[src/rtl/epp_bram_bridge.sv]
// rtl/epp_bram_bridge.sv - EPP host port bridged to a banked 8-bit BRAM through a register map
module epp_bram_bridge #(
    parameter int AW       = 12,
    parameter int BANKS    = 2,
    parameter int AUTO_INC = 1
) (
    input  logic                 clk,
    input  logic                 rstN,
    input  logic                 stbAddrN,
    input  logic                 stbDataN,
    input  logic                 ctrlWrN,
    input  logic [7:0]           busEppIn,
    output logic [7:0]           busEppOut,
    output logic                 eppWait,
    output logic [AW-1:0]        busBramAddr,
    output logic [7:0]           busBramOut,
    input  logic [8*BANKS-1:0]   busBramIn,
    output logic [BANKS-1:0]     ctrlWeBram,
    input  logic                 stmBusy
);

    typedef enum logic [2:0] {
        S_IDLE, S_AWR, S_ARD, S_DWR, S_DRD1, S_DRD2, S_HOLD, S_ACK
    } state_t;

    localparam logic [3:0] BANKS4 = 4'(BANKS);

    state_t      state, state_nxt;
    logic [1:0]  addr_sync, data_sync, wr_sync;
    logic [1:0]  settle;
    logic        armed;
    logic        acc_addr;
    logic [7:0]  epp_addr;
    logic [AW-1:0] ptr;
    logic [2:0]  bank;
    logic        wrap_flag;

    logic        addr_s, data_s, wr_s, is_data, inc_ptr, strobe_hi;
    logic [7:0]  reg_rdata, ptr_hi, bram_rd;
    logic [2:0]  bank_wr;

    assign addr_s    = addr_sync[1];
    assign data_s    = data_sync[1];
    assign wr_s      = wr_sync[1];
    assign is_data   = (epp_addr == 8'h03);
    assign strobe_hi = acc_addr ? addr_s : data_s;
    assign inc_ptr   = (AUTO_INC != 0) && (((state == S_DWR) && is_data) || (state == S_DRD2));
    assign bank_wr   = ({1'b0, busEppIn[2:0]} >= BANKS4) ? 3'(BANKS - 1) : busEppIn[2:0];

    always_comb begin
        ptr_hi = '0;
        ptr_hi[AW-9:0] = ptr[AW-1:8];
        case (epp_addr)
            8'h00:   reg_rdata = ptr[7:0];
            8'h01:   reg_rdata = ptr_hi;
            8'h02:   reg_rdata = {5'b0, bank};
            8'h04:   reg_rdata = {6'b0, wrap_flag, stmBusy};
            default: reg_rdata = 8'h00;
        endcase
    end

    always_comb begin
        bram_rd    = 8'h00;
        ctrlWeBram = '0;
        for (int k = 0; k < BANKS; k++) begin
            if (bank == 3'(k)) begin
                bram_rd       = busBramIn[8*k +: 8];
                ctrlWeBram[k] = (state == S_DWR) && is_data;
            end
        end
    end

    assign busBramAddr = ptr;
    assign busBramOut  = (state == S_DWR) ? busEppIn : 8'h00;
    assign eppWait     = (state == S_ACK);

    // A strobe already low when reset releases is not acted on until it has been seen high.
    always_comb begin
        state_nxt = state;
        case (state)
            S_IDLE: begin
                if (armed && !addr_s)
                    state_nxt = wr_s ? S_ARD : S_AWR;
                else if (armed && !data_s)
                    state_nxt = (is_data && stmBusy) ? S_HOLD : (wr_s ? S_DRD1 : S_DWR);
            end
            S_AWR, S_ARD, S_DWR, S_DRD2: state_nxt = S_ACK;
            S_DRD1: state_nxt = is_data ? S_DRD2 : S_ACK;
            S_HOLD: if (!stmBusy) state_nxt = wr_s ? S_DRD1 : S_DWR;
            S_ACK:  if (strobe_hi) state_nxt = S_IDLE;
            default: state_nxt = S_IDLE;
        endcase
    end

    always_ff @(posedge clk) begin
        if (!rstN) begin
            state     <= S_IDLE;
            addr_sync <= 2'b11;
            data_sync <= 2'b11;
            wr_sync   <= 2'b11;
            settle    <= 2'b00;
            armed     <= 1'b0;
            acc_addr  <= 1'b0;
            epp_addr  <= 8'h00;
            ptr       <= '0;
            bank      <= 3'd0;
            wrap_flag <= 1'b0;
            busEppOut <= 8'h00;
        end else begin
            addr_sync <= {addr_sync[0], stbAddrN};
            data_sync <= {data_sync[0], stbDataN};
            wr_sync   <= {wr_sync[0], ctrlWrN};
            settle    <= {settle[0], 1'b1};
            if (settle[1] && addr_s && data_s)
                armed <= 1'b1;
            state <= state_nxt;
            if (state == S_IDLE && state_nxt != S_IDLE)
                acc_addr <= (state_nxt == S_AWR) || (state_nxt == S_ARD);
            case (state)
                S_AWR: epp_addr  <= busEppIn;
                S_ARD: busEppOut <= epp_addr;
                S_DWR: begin
                    case (epp_addr)
                        8'h00:   ptr[7:0]    <= busEppIn;
                        8'h01:   ptr[AW-1:8] <= busEppIn[AW-9:0];
                        8'h02:   bank        <= bank_wr;
                        8'h04:   if (busEppIn[1]) wrap_flag <= 1'b0;
                        default: ;
                    endcase
                end
                S_DRD1: if (!is_data) busEppOut <= reg_rdata;
                S_DRD2: busEppOut <= bram_rd;
                default: ;
            endcase
            if (inc_ptr) begin
                if (&ptr) begin
                    ptr       <= '0;
                    wrap_flag <= 1'b1;
                end else begin
                    ptr <= ptr + 1'b1;
                end
            end
        end
    end

endmodule

[config.mk]
export PLATFORM = sky130hd
export DESIGN_NAME = epp_bram_bridge
export DESIGN_NICKNAME = d
export VERILOG_FILES = /design/src/rtl/epp_bram_bridge.sv
export SDC_FILE = /design/constraint.sdc
export NUM_CORES = 1
export LEC_CHECK = 0
export BUFFER_PORTS_ARGS = -buffer_cell sky130_fd_sc_hd__buf_4
export CORE_UTILIZATION = 30
export CTS_CLUSTER_SIZE = 24
export DETAILED_ROUTE_END_ITERATION = 6
export GPL_ROUTABILITY_DRIVEN = 0
export PLACE_DENSITY = 0.51
export REMOVE_ABC_BUFFERS = 1
export SLEW_MARGIN = 15
export SYNTH_ARGS = -nofsm -noshare
export SYNTH_HDL_FRONTEND = slang
export SYNTH_SLANG_ARGS = --single-unit
[constraint.sdc]
create_clock -name clk -period 5.15 [get_ports clk]
set_clock_uncertainty 0.05 [all_clocks]
set_input_delay 0 -clock clk [delete_from_list [all_inputs] [get_ports clk]]
set_output_delay 0 -clock clk [all_outputs]
set_load 0.05 [all_outputs]
==> results of run 1 <==
-- power by group --
group	switching, mW	internal, mW	total (mW)
Sequential	0.0522	0.382	0.434
Clock	0.125	0.0958	0.221
Combinational	0.214	0.130	0.343
-- flip-flops by register name, indices dropped and copies added, names as in the netlist, 2 cells and up --
register     cells
busBramAddr     12
epp_addr         8
bank             3
addr_sync        2
data_sync        2
state            3
busEppOut        8
wr_sync          2
settle           2
-- logic make-up after synthesis --
family	share of synthesized area (%)
adder cells (fa/ha/maj)	0.481
multiplexers	7.75
buffers and inverters	4.33
AND/OR/NAND/NOR	26.8
flip-flops	34.7
XOR/XNOR	0.337
AO/OA/AOI/OAI	25.7
-- stage by stage --
step | power (mW) | instances | setup slack, ns
global placement | 0.774 | 457 | 2.81
floorplan | 0.660 | 291 | 3.05
global route | 1.06 | 477 | 2.44
finish | 0.998 | 477 | 2.74
CTS | 1.01 | 477 | 2.74
detailed placement | 0.776 | 457 | 2.74
-- critical path, cell delays in order (launching register included) --
cell and delay, ns:
dfxtp_1 0.55, or2b_2 0.46, o21ai_1 0.75, o311ai_0 0.31
o211a_1 0.19
-- path summary, 6_finish.rpt --
path                      from      endpoint  slack (ns)
setup / recovery      state[2]  busEppOut[3]        2.74
hold / removal    busBramIn[6]  busEppOut[6]         0.1
setup reg to reg      state[2]  busEppOut[3]        2.74
hold reg to reg     wr_sync[0]    wr_sync[1]        0.36
-- layer usage --
metal  wire length, um  GRT usage (%)
met1              3770           25.5
met4               124           5.93
met5                 0              0
met3               493           3.43
met2              3610           29.2
-- Yosys cell counts (4+ instances only) --
library cell and number:
nand4_1 6, nor2_1 29, nor3_1 7, a21oi_1 16, dfxtp_1 45, clkbuf_1 12
a221oi_1 6, and2_1 10, o21ai_0 23, nand3_1 8, nor2b_1 4, nand2_1 24
mux2i_1 19, and3_1 6, a211oi_1 6, nand2b_1 9, a31oi_1 8
-- area by class of cell --
cell class	instances	area, um^2
Clock inverter	2	15.0
Sequential cell	45	901
Clock buffer	6	72.6
Tap cell	105	131
Fill cell	856	5000
Multi-Input combinational cell	243	1590
Inverter	3	11.3
Timing Repair Buffer	73	578
-- layout by cell type, fill, tap and decap left out, drive strengths merged, types with 3 or more instances in the layout --
cell type / count
buf: 61
dfxtp: 45
nor2: 29
nand2: 24
o21ai: 24
mux2i: 19
a21oi: 16
dlygate4sd3: 12
and2: 10
nand2b: 9
nand3: 8
a31oi: 8
nor3: 7
and3: 7
nand4: 6
a221oi: 6
a211oi: 6
clkbuf: 6
nor2b: 4
o22ai: 4
nor4: 3
nor3b: 3
and4: 3
a22oi: 3
nand3b: 3
o211ai: 3
a41o: 3
==> metrics.csv, run 1 <==
stage,metric,value,unit
timing,max-slew violations,0,
grt,largest net degree at the start of global routing,33,
final_layout,Finished Cell Area,3290,um^2
worst_setup_path,CP required,5.30,ns
placed_design,PortBufs,60,
drt,Routed WL,8000,um
timing,minimum clock period,2.41,ns
placed_design,half-perimeter wire length after placement,5790,um
die,Core Region,8300,um^2
outcome,status,"finished, final reports clean",
final_layout,layout cells sized above 1,23.1,%
drt,Via density,5.42,
drt,wire per inst,16.8,um
timing,Slew headroom,37.3,%
synth,Main synth FF type,dfxtp_1,
drt,# DRC,0,
timing,fin crit share,46.8,%
cts,CTS root buf,clkbuf_8,
synth,Post-Syn Area per Cell,8.38,um^2
worst_setup_path,Worst Reg-to-Reg Cells,4,
die,Initial Utilization,31.3,%
cts,post_cts resized,0,
worst_setup_path,WS Path Type,register to register,
die,num rows,33,
pwr,LEAKAGE,1.24,nW
die,number of I/O pins,61,
worst_setup_path,Crit path arrival time,2.56,ns
synth,share of the synthesized area in the top cell type,34.7,%
cts,Post-CTS Hold Fix Bufs,12,
cts,H-tree depth,2,
drt,Iter 0 DRT Violations,113,
hold_path,type of the worst min-delay path,input pin to register,
pwr,peak supply drop,0.110,mV
timing,Slew @ Worst Pin,0.933,ns
cts,Worst-path clk slew,0.09,ns
die,Die X,95.1,um
grt,first-pass GRT wire length,12800,um
timing,RSZ-0062 raised after global routing,false,
synth,Post-synth ARST share,0,%
synth,post-synth top area cell,dfxtp_1,
cts,CTS tree,built,
synth,synth top area cells,"dfxtp_1, mux2i_1, o21ai_0",
cts,worst skew pair latency,0.30,ns
synth,Synth Cell Area,2600,um^2
worst_setup_path,CP max FO,16,
timing,Worst Hold Margin,0.0996,ns
cts,post-CTS setup repair buffer count,0,
placed_design,Post-DP Area,3090,um^2
drt,post-route ant nets,0,
synth,synth warn,0,
final_layout,Final nets,402,
worst_setup_path,Startpoint Class,register,
cts,Clock Path Buffers,2,
grt,GRT Total Usage,18.6,%
final_layout,area grow syn2layout,26.8,%
die,die area,9040,um^2
cts,CTS Buf Count,5,
drt,Pre-antenna DRT Iters,4,
worst_setup_path,CP endpoint kind,register,
timing,TNS Setup,0,ns
synth,"Seq/Total Area, Yosys",34.7,%
pwr,pwr/cell area,303,nW/um^2
timing,Final Hold Viols,0,
die,die height,95.1,um
final_layout,Diodes inserted,0,
grt,global route overflow,0,
cts,CTS Sinks,45,
synth,cells after synthesis,310,
timing,Final Setup Violations,0,
timing,Peak Freq,415,MHz
final_layout,Util after Layout,39.7,%
synth,Synth cell types,64,
grt,vias in the first global route,2445,
drt,vias,2586,
synth,#FFs+latches synth,45,
grt,antenna violations before repair,0,
hold_path,Hold Path Depth,5,
job,Max Cap Viol,0,
synth,"EDFF count, synth",0,
Note: power is estimated with default switching activity, not from simulation.
==> run 2, diff against run 1 <==
==> constraint.sdc (replaced) <==
create_clock -name clk -period 2.4 [get_ports clk]
set_clock_uncertainty 0.05 [all_clocks]
set_input_delay 0 -clock clk [delete_from_list [all_inputs] [get_ports clk]]
set_output_delay 0 -clock clk [all_outputs]
set_load 0.05 [all_outputs]
==> run 2 against run 1 <==
- sequential power rose by 110%
- die area did not move
- combinational power rose by 140%
- worst hold slack got worse by 0.028 ns
- flip-flop and latch count did not move
- worst setup slack got worse by 2.5 ns
==> metrics.csv, run 2 (synthesis gave the netlist of run 1 again) <==
stage,metric,value,unit,change
worst_setup_path,Crit path arrival time,2.34,ns,was 2.56 ns
timing,Final Hold Viols,0,,unchanged
grt,GR met1 Demand/Resource,25.5,%,about the same
pwr,Seq pwr share,38.4,%,was 43.5%
hold_path,type of the worst min-delay path,input pin to register,,unchanged
timing,Slew @ Worst Pin,0.589,ns,was 0.933 ns
timing,RSZ-0062 raised after global routing,false,,unchanged
grt,global route overflow,0,,unchanged
pwr,"Power, Total",2.32,mW,was 0.998 mW
grt,grt met3 use,2.31,%,was 3.43%
cts,Worst-path clk slew,0.09,ns,about the same
grt,vias in the first global route,2472,,was 2445
final_layout,Final nets,419,,was 402
worst_setup_path,WS Path Type,register to register,,unchanged
grt,grt met2 use,31.1,%,was 29.2%
timing,minimum clock period,2.19,ns,was 2.41 ns
grt,GRT busiest layer,met2,,unchanged
worst_setup_path,CP required,2.56,ns,was 5.30 ns
cts,worst skew pair latency,0.30,ns,about the same
timing,max-slew violations,0,,unchanged
placed_design,half-perimeter wire length after placement,6120,um,was 5790 um
pwr,peak supply drop,0.232,mV,was 0.110 mV
grt,GRT Total Usage,18.7,%,was 18.6%
worst_setup_path,CP endpoint kind,register,,unchanged
die,Core Region,8300,um^2,unchanged
final_layout,"commonest non-fill, non-tap cells in the layout","buf_4, dfxtp_1, nor2_1, nand2_1, o21ai_0",,unchanged
final_layout,Sequential Area,901,um^2,unchanged
drt,post-route ant nets,0,,unchanged
final_layout,Util after Layout,41.6,%,was 39.7%
job,Max Cap Viol,0,,unchanged
die,Initial Utilization,31.3,%,unchanged
final_layout,"commonest non-fill, non-tap cell in the layout",buf_4,,unchanged
final_layout,Largest register FFs,12,,unchanged
drt,vias,2675,,was 2586
placed_design,Post-Place Cells,474,,was 457
grt,antenna violations before repair,0,,unchanged
worst_setup_path,Startpoint Class,register,,unchanged
die,die height,95.1,um,unchanged
die,num rows,33,,unchanged
final_layout,Diodes inserted,0,,unchanged
cts,post_cts resized,0,,unchanged
timing,Slew headroom,60.4,%,was 37.3%
grt,largest net degree at the start of global routing,33,,unchanged
grt,first-pass GRT wire length,13000,um,was 12800 um
cts,CTS Sinks,45,,unchanged
cts,Clock Path Buffers,2,,unchanged
worst_setup_path,Worst Reg-to-Reg Cells,5,,was 4
placed_design,PortBufs,60,,unchanged
drt,wire per inst,16.8,um,about the same
pwr,pwr/cell area,673,nW/um^2,was 303 nW/um^2
worst_setup_path,Critical Path Sink,busBramAddr[10],,was busEppOut[3]
worst_setup_path,start point of the critical path,epp_addr[3],,was state[2]
die,number of I/O pins,61,,unchanged
final_layout,area of the multi-input gates,1590,um^2,unchanged
timing,TNS Setup,0,ns,unchanged
drt,# DRC,0,,unchanged
drt,Routed WL,8290,um,was 8000 um
drt,Iter 0 DRT Violations,142,,was 113
worst_setup_path,CP max FO,7,,was 16
pwr,Clk pwr share,25.7,%,was 22.1%
final_layout,area grow syn2layout,32.7,%,was 26.8%
final_layout,layout cells sized above 1,26.7,%,was 23.1%
timing,Final Setup Violations,0,,unchanged
die,die area,9040,um^2,unchanged
cts,H-tree depth,2,,unchanged
drt,Via density,5.41,,was 5.42
timing,fin crit share,91.0,%,was 46.8%
cts,CTS tree,built,,unchanged
worst_setup_path,FF-to-FF setup slack,0.21,ns,was 2.74 ns
outcome,status,"finished, final reports clean",,unchanged
drt,Pre-antenna DRT Iters,5,,was 4
pwr,Comb power frac,35.9,%,was 34.4%
cts,post-CTS setup repair buffer count,0,,unchanged
pwr,LEAKAGE,1.34,nW,was 1.24 nW
cts,CTS root buf,clkbuf_8,,unchanged
worst_setup_path,worst r2r src,epp_addr[3],,was state[2]
pwr,Internal,1.46,mW,was 0.608 mW
final_layout,FILL cells,849,,was 856
worst_setup_path,worst flop-to-flop path endpoint,busBramAddr[10],,was busEppOut[3]
pwr,switching share of power,37.3,%,was 39.1%
cts,CTS Buf Count,5,,unchanged
die,Die X,95.1,um,unchanged
final_layout,post-route insts no fill,494,,was 477
pwr,NetSw,0.867,mW,was 0.391 mW
timing,Peak Freq,458,MHz,was 415 MHz
-- run 2: repair_timing --
item | in CTS | in global routing
hold buffers | 12 | 0
endpoints found under the setup margin | 0 | 0
endpoints found under the hold margin | 17 | 0
-- run 2: how the worst min path moves through the flow --
stage                       start            to  cells after the start
finish              busBramIn[15]  busEppOut[7]                      5
global route         busBramIn[7]  busEppOut[7]                      5
CTS                  busBramIn[7]  busEppOut[7]                      5
detailed placement        ctrlWrN    wr_sync[0]                      2
global placement         stbAddrN  addr_sync[0]                      2
floorplan                    rstN     settle[0]                      0
-- run 2: layer usage --
layer | vias to the layer above | share of wire (%)
met5 | - | 0
met4 | 0 | 1.0
met3 | 6 | 5.7
met2 | 85 | 47
met1 | 1259 | 46
li1 | 1325 | -
-- run 2: stage by stage --
stage               setup WS (ns)  hold WS, ns  instance area (um^2)
floorplan                   0.304      -0.0223                  2500
global placement            0.320        0.133                  3210
detailed placement          0.263        0.136                  3210
CTS                         0.217       0.0714                  3450
global route                0.116        0.114                  3450
finish                      0.215       0.0719                  3450
-- run 2: power by group through the flow --
stage               Sequential, mW  Combinational [mW]  Clock [mW]
floorplan                     1.06               0.353           0
global placement             0.906               0.817           0
detailed placement           0.910               0.817           0
CTS                          0.893               0.836       0.619
global route                 0.904               0.903       0.640
finish                       0.892               0.834       0.597
-- run 2: layout make-up --
cell class / instances / area share (%)
clock buffers: 5 / 1.99
clock inverters: 3 / 1.34
inverters: 3 / 0.326
multi-input cells: 243 / 46.0
flip-flops and latches: 45 / 26.1
well taps: 105 / 3.81
repair buffers: 90 / 20.5
-- run 2: worst max-delay path: stages (launching register included) --
cell and delay, ns:
dfxtp_1 0.35, or4_4 0.61, o31ai_4 0.27, and2_1 0.35, o22ai_4 0.10, a2111oi_2 0.34
==> run 3, diff against run 2 <==
--- a/config.mk
+++ b/config.mk
@@ -6,11 +6,11 @@
 export NUM_CORES = 1
 export LEC_CHECK = 0
 export BUFFER_PORTS_ARGS = -buffer_cell sky130_fd_sc_hd__buf_4
-export CORE_UTILIZATION = 30
+export CORE_UTILIZATION = 54
 export CTS_CLUSTER_SIZE = 24
 export DETAILED_ROUTE_END_ITERATION = 6
 export GPL_ROUTABILITY_DRIVEN = 0
-export PLACE_DENSITY = 0.51
+export PLACE_DENSITY = 0.81
 export REMOVE_ABC_BUFFERS = 1
 export SLEW_MARGIN = 15
 export SYNTH_ARGS = -nofsm -noshare
==> run 3 against run 2 <==
- the run now ends with design-rule violations left
- utilization up 33 points
- highest routed layer unchanged
- cell area down 3.9%
- first-iteration DRC count up 43%
- sequential share of layout area up 1.1 points
- global-route usage up 10 points
- combinational power down 6.8%
- sequential power up 2.2%
==> metrics.csv, run 3 (synthesis gave the netlist of run 1 again) <==
stage,metric,value,unit,change
placed_design,Post-Place Cells,412,,was 474
timing,Slew headroom,60.5,%,was 60.4%
die,die area,5090,um^2,was 9040 um^2
worst_setup_path,Crit path arrival time,2.30,ns,was 2.34 ns
final_layout,Final nets,412,,was 419
drt,Pre-antenna DRT Iters,7,,was 5
timing,Slew @ Worst Pin,0.589,ns,about the same
grt,grt met2 use,47.8,%,was 31.1%
drt,post-route ant nets,0,,unchanged
cts,Worst-path clk slew,0.09,ns,about the same
timing,Peak Freq,464,MHz,was 458 MHz
grt,grt met3 use,5.49,%,was 2.31%
timing,fin crit share,89.9,%,was 91.0%
placed_design,PortBufs,60,,unchanged
worst_setup_path,CP required,2.54,ns,was 2.56 ns
die,num rows,24,,was 33
timing,Final Hold Viols,0,,unchanged
timing,RSZ-0062 raised after global routing,false,,unchanged
drt,Routed WL,7070,um,was 8290 um
timing,max-slew violations,0,,unchanged
timing,minimum clock period,2.16,ns,was 2.19 ns
die,number of I/O pins,61,,unchanged
worst_setup_path,Startpoint Class,register,,unchanged
timing,TNS Setup,0,ns,unchanged
final_layout,Diodes inserted,0,,unchanged
final_layout,Largest register FFs,12,,unchanged
drt,Via density,6.23,,was 5.41
grt,GRT Total Usage,29.0,%,was 18.7%
final_layout,area grow syn2layout,27.5,%,was 32.7%
worst_setup_path,CP max FO,7,,unchanged
final_layout,"commonest non-fill, non-tap cell in the layout",buf_4,,unchanged
pwr,pwr/cell area,654,nW/um^2,was 673 nW/um^2
drt,vias,2705,,was 2675
cts,CTS Sinks,45,,unchanged
cts,H-tree depth,2,,unchanged
grt,antenna violations before repair,0,,unchanged
placed_design,half-perimeter wire length after placement,5090,um,was 6120 um
job,Max Cap Viol,0,,unchanged
pwr,peak supply drop,0.522,mV,was 0.232 mV
drt,Iter 0 DRT Violations,203,,was 142
hold_path,type of the worst min-delay path,input pin to register,,unchanged
final_layout,layout cells sized above 1,24.9,%,was 26.7%
cts,post-CTS setup repair buffer count,0,,unchanged
die,Initial Utilization,58.1,%,was 31.3%
cts,Clock Path Buffers,2,,unchanged
grt,GRT busiest layer,met2,,unchanged
timing,Final Setup Violations,0,,unchanged
drt,wire per inst,16.3,um,was 16.8 um
cts,CTS tree,built,,unchanged
final_layout,"commonest non-fill, non-tap cells in the layout","buf_4, dfxtp_1, nor2_1, nand2_1, o21ai_0",,unchanged
die,Die X,71.4,um,was 95.1 um
worst_setup_path,WS Path Type,register to register,,unchanged
cts,CTS Buf Count,5,,unchanged
pwr,LEAKAGE,1.29,nW,was 1.34 nW
grt,global route overflow,0,,unchanged
outcome,failing checks,design-rule violations,,
grt,first-pass GRT wire length,11600,um,was 13000 um
outcome,status,"complete, but fails checks",,"was finished, final reports clean"
grt,largest net degree at the start of global routing,33,,unchanged
grt,vias in the first global route,2514,,was 2472
worst_setup_path,CP endpoint kind,register,,unchanged
die,die height,71.4,um,was 95.1 um
final_layout,post-route insts no fill,434,,was 494
cts,worst skew pair latency,0.30,ns,about the same
drt,# DRC,7,,was 0
die,Core Region,4470,um^2,was 8300 um^2
cts,CTS root buf,clkbuf_8,,unchanged
grt,GR met1 Demand/Resource,38.6,%,was 25.5%
-- run 3: changes by cell type in the layout (fill, tap and decap cells not counted) --
cell | before | now
inv_6 | 0 | 1
dlygate4sd3_1 | 12 | 14
buf_4 | 78 | 69
bufinv_16 | 1 | 0
-- run 3: where the power goes --
part           total, mW  switching, mW  internal (mW)
Combinational      0.777          0.475          0.303
Sequential         0.912         0.0917          0.820
Clock              0.479          0.269          0.210
Total               2.17          0.835           1.33
-- run 3: final timing paths --
path | cells past startpoint | endpoint | startpoint | slack [ns]
worst max-delay path | 5 | busBramAddr[10] | epp_addr[3] | 0.24
worst min-delay path | 5 | busEppOut[5] | busBramIn[5] | 0.09
worst max register to register | 5 | busBramAddr[10] | epp_addr[3] | 0.24
worst min register to register | 1 | wr_sync[1] | wr_sync[0] | 0.36
-- run 3: repair_timing --
item,4_1_cts,5_1_grt
endpoints found under the setup margin,0,0
hold endpoints to repair,19,0
hold buffers,14,0
gates resized for setup,0,0
-- run 3: layout make-up --
class,count,area [um^2]
multi-input combinational,243,1590
fill,359,1160
sequential,45,901
timing repair buffer,83,658
clock buffer,5,68.8
tap,52,65.1
clock inverter,3,25.0
inverter,3,11.3
-- run 3: layer usage --
layer  up-vias  wire length [um]
li1       1313                 -
met1      1250              3090
met2       128              3320
met3        14               555
met4         0                97
met5         -                 0
-- run 3: stage by stage --
step           util [%]  hold WS, ns  cell area [um^2]  total power, mW  setup slack (ns)
6_report           74.1       0.0863              3310             2.17             0.243
3_5_place_dp       68.8        0.138              3080             1.68             0.268
4_1_cts            74.1       0.0785              3310             2.18             0.237
3_3_place_gp       68.8        0.132              3080             1.67             0.289
5_1_grt            74.1        0.120              3310             2.28             0.102
2_1_floorplan         -      -0.0223              2500             1.42             0.304
-- run 3: critical path, stage by stage, from the launching register on --
cell and delay, ns:
dfxtp_1 0.34, or4_4 0.60, o31ai_4 0.27, and2_1 0.33, o22ai_4 0.10, a2111oi_2 0.34
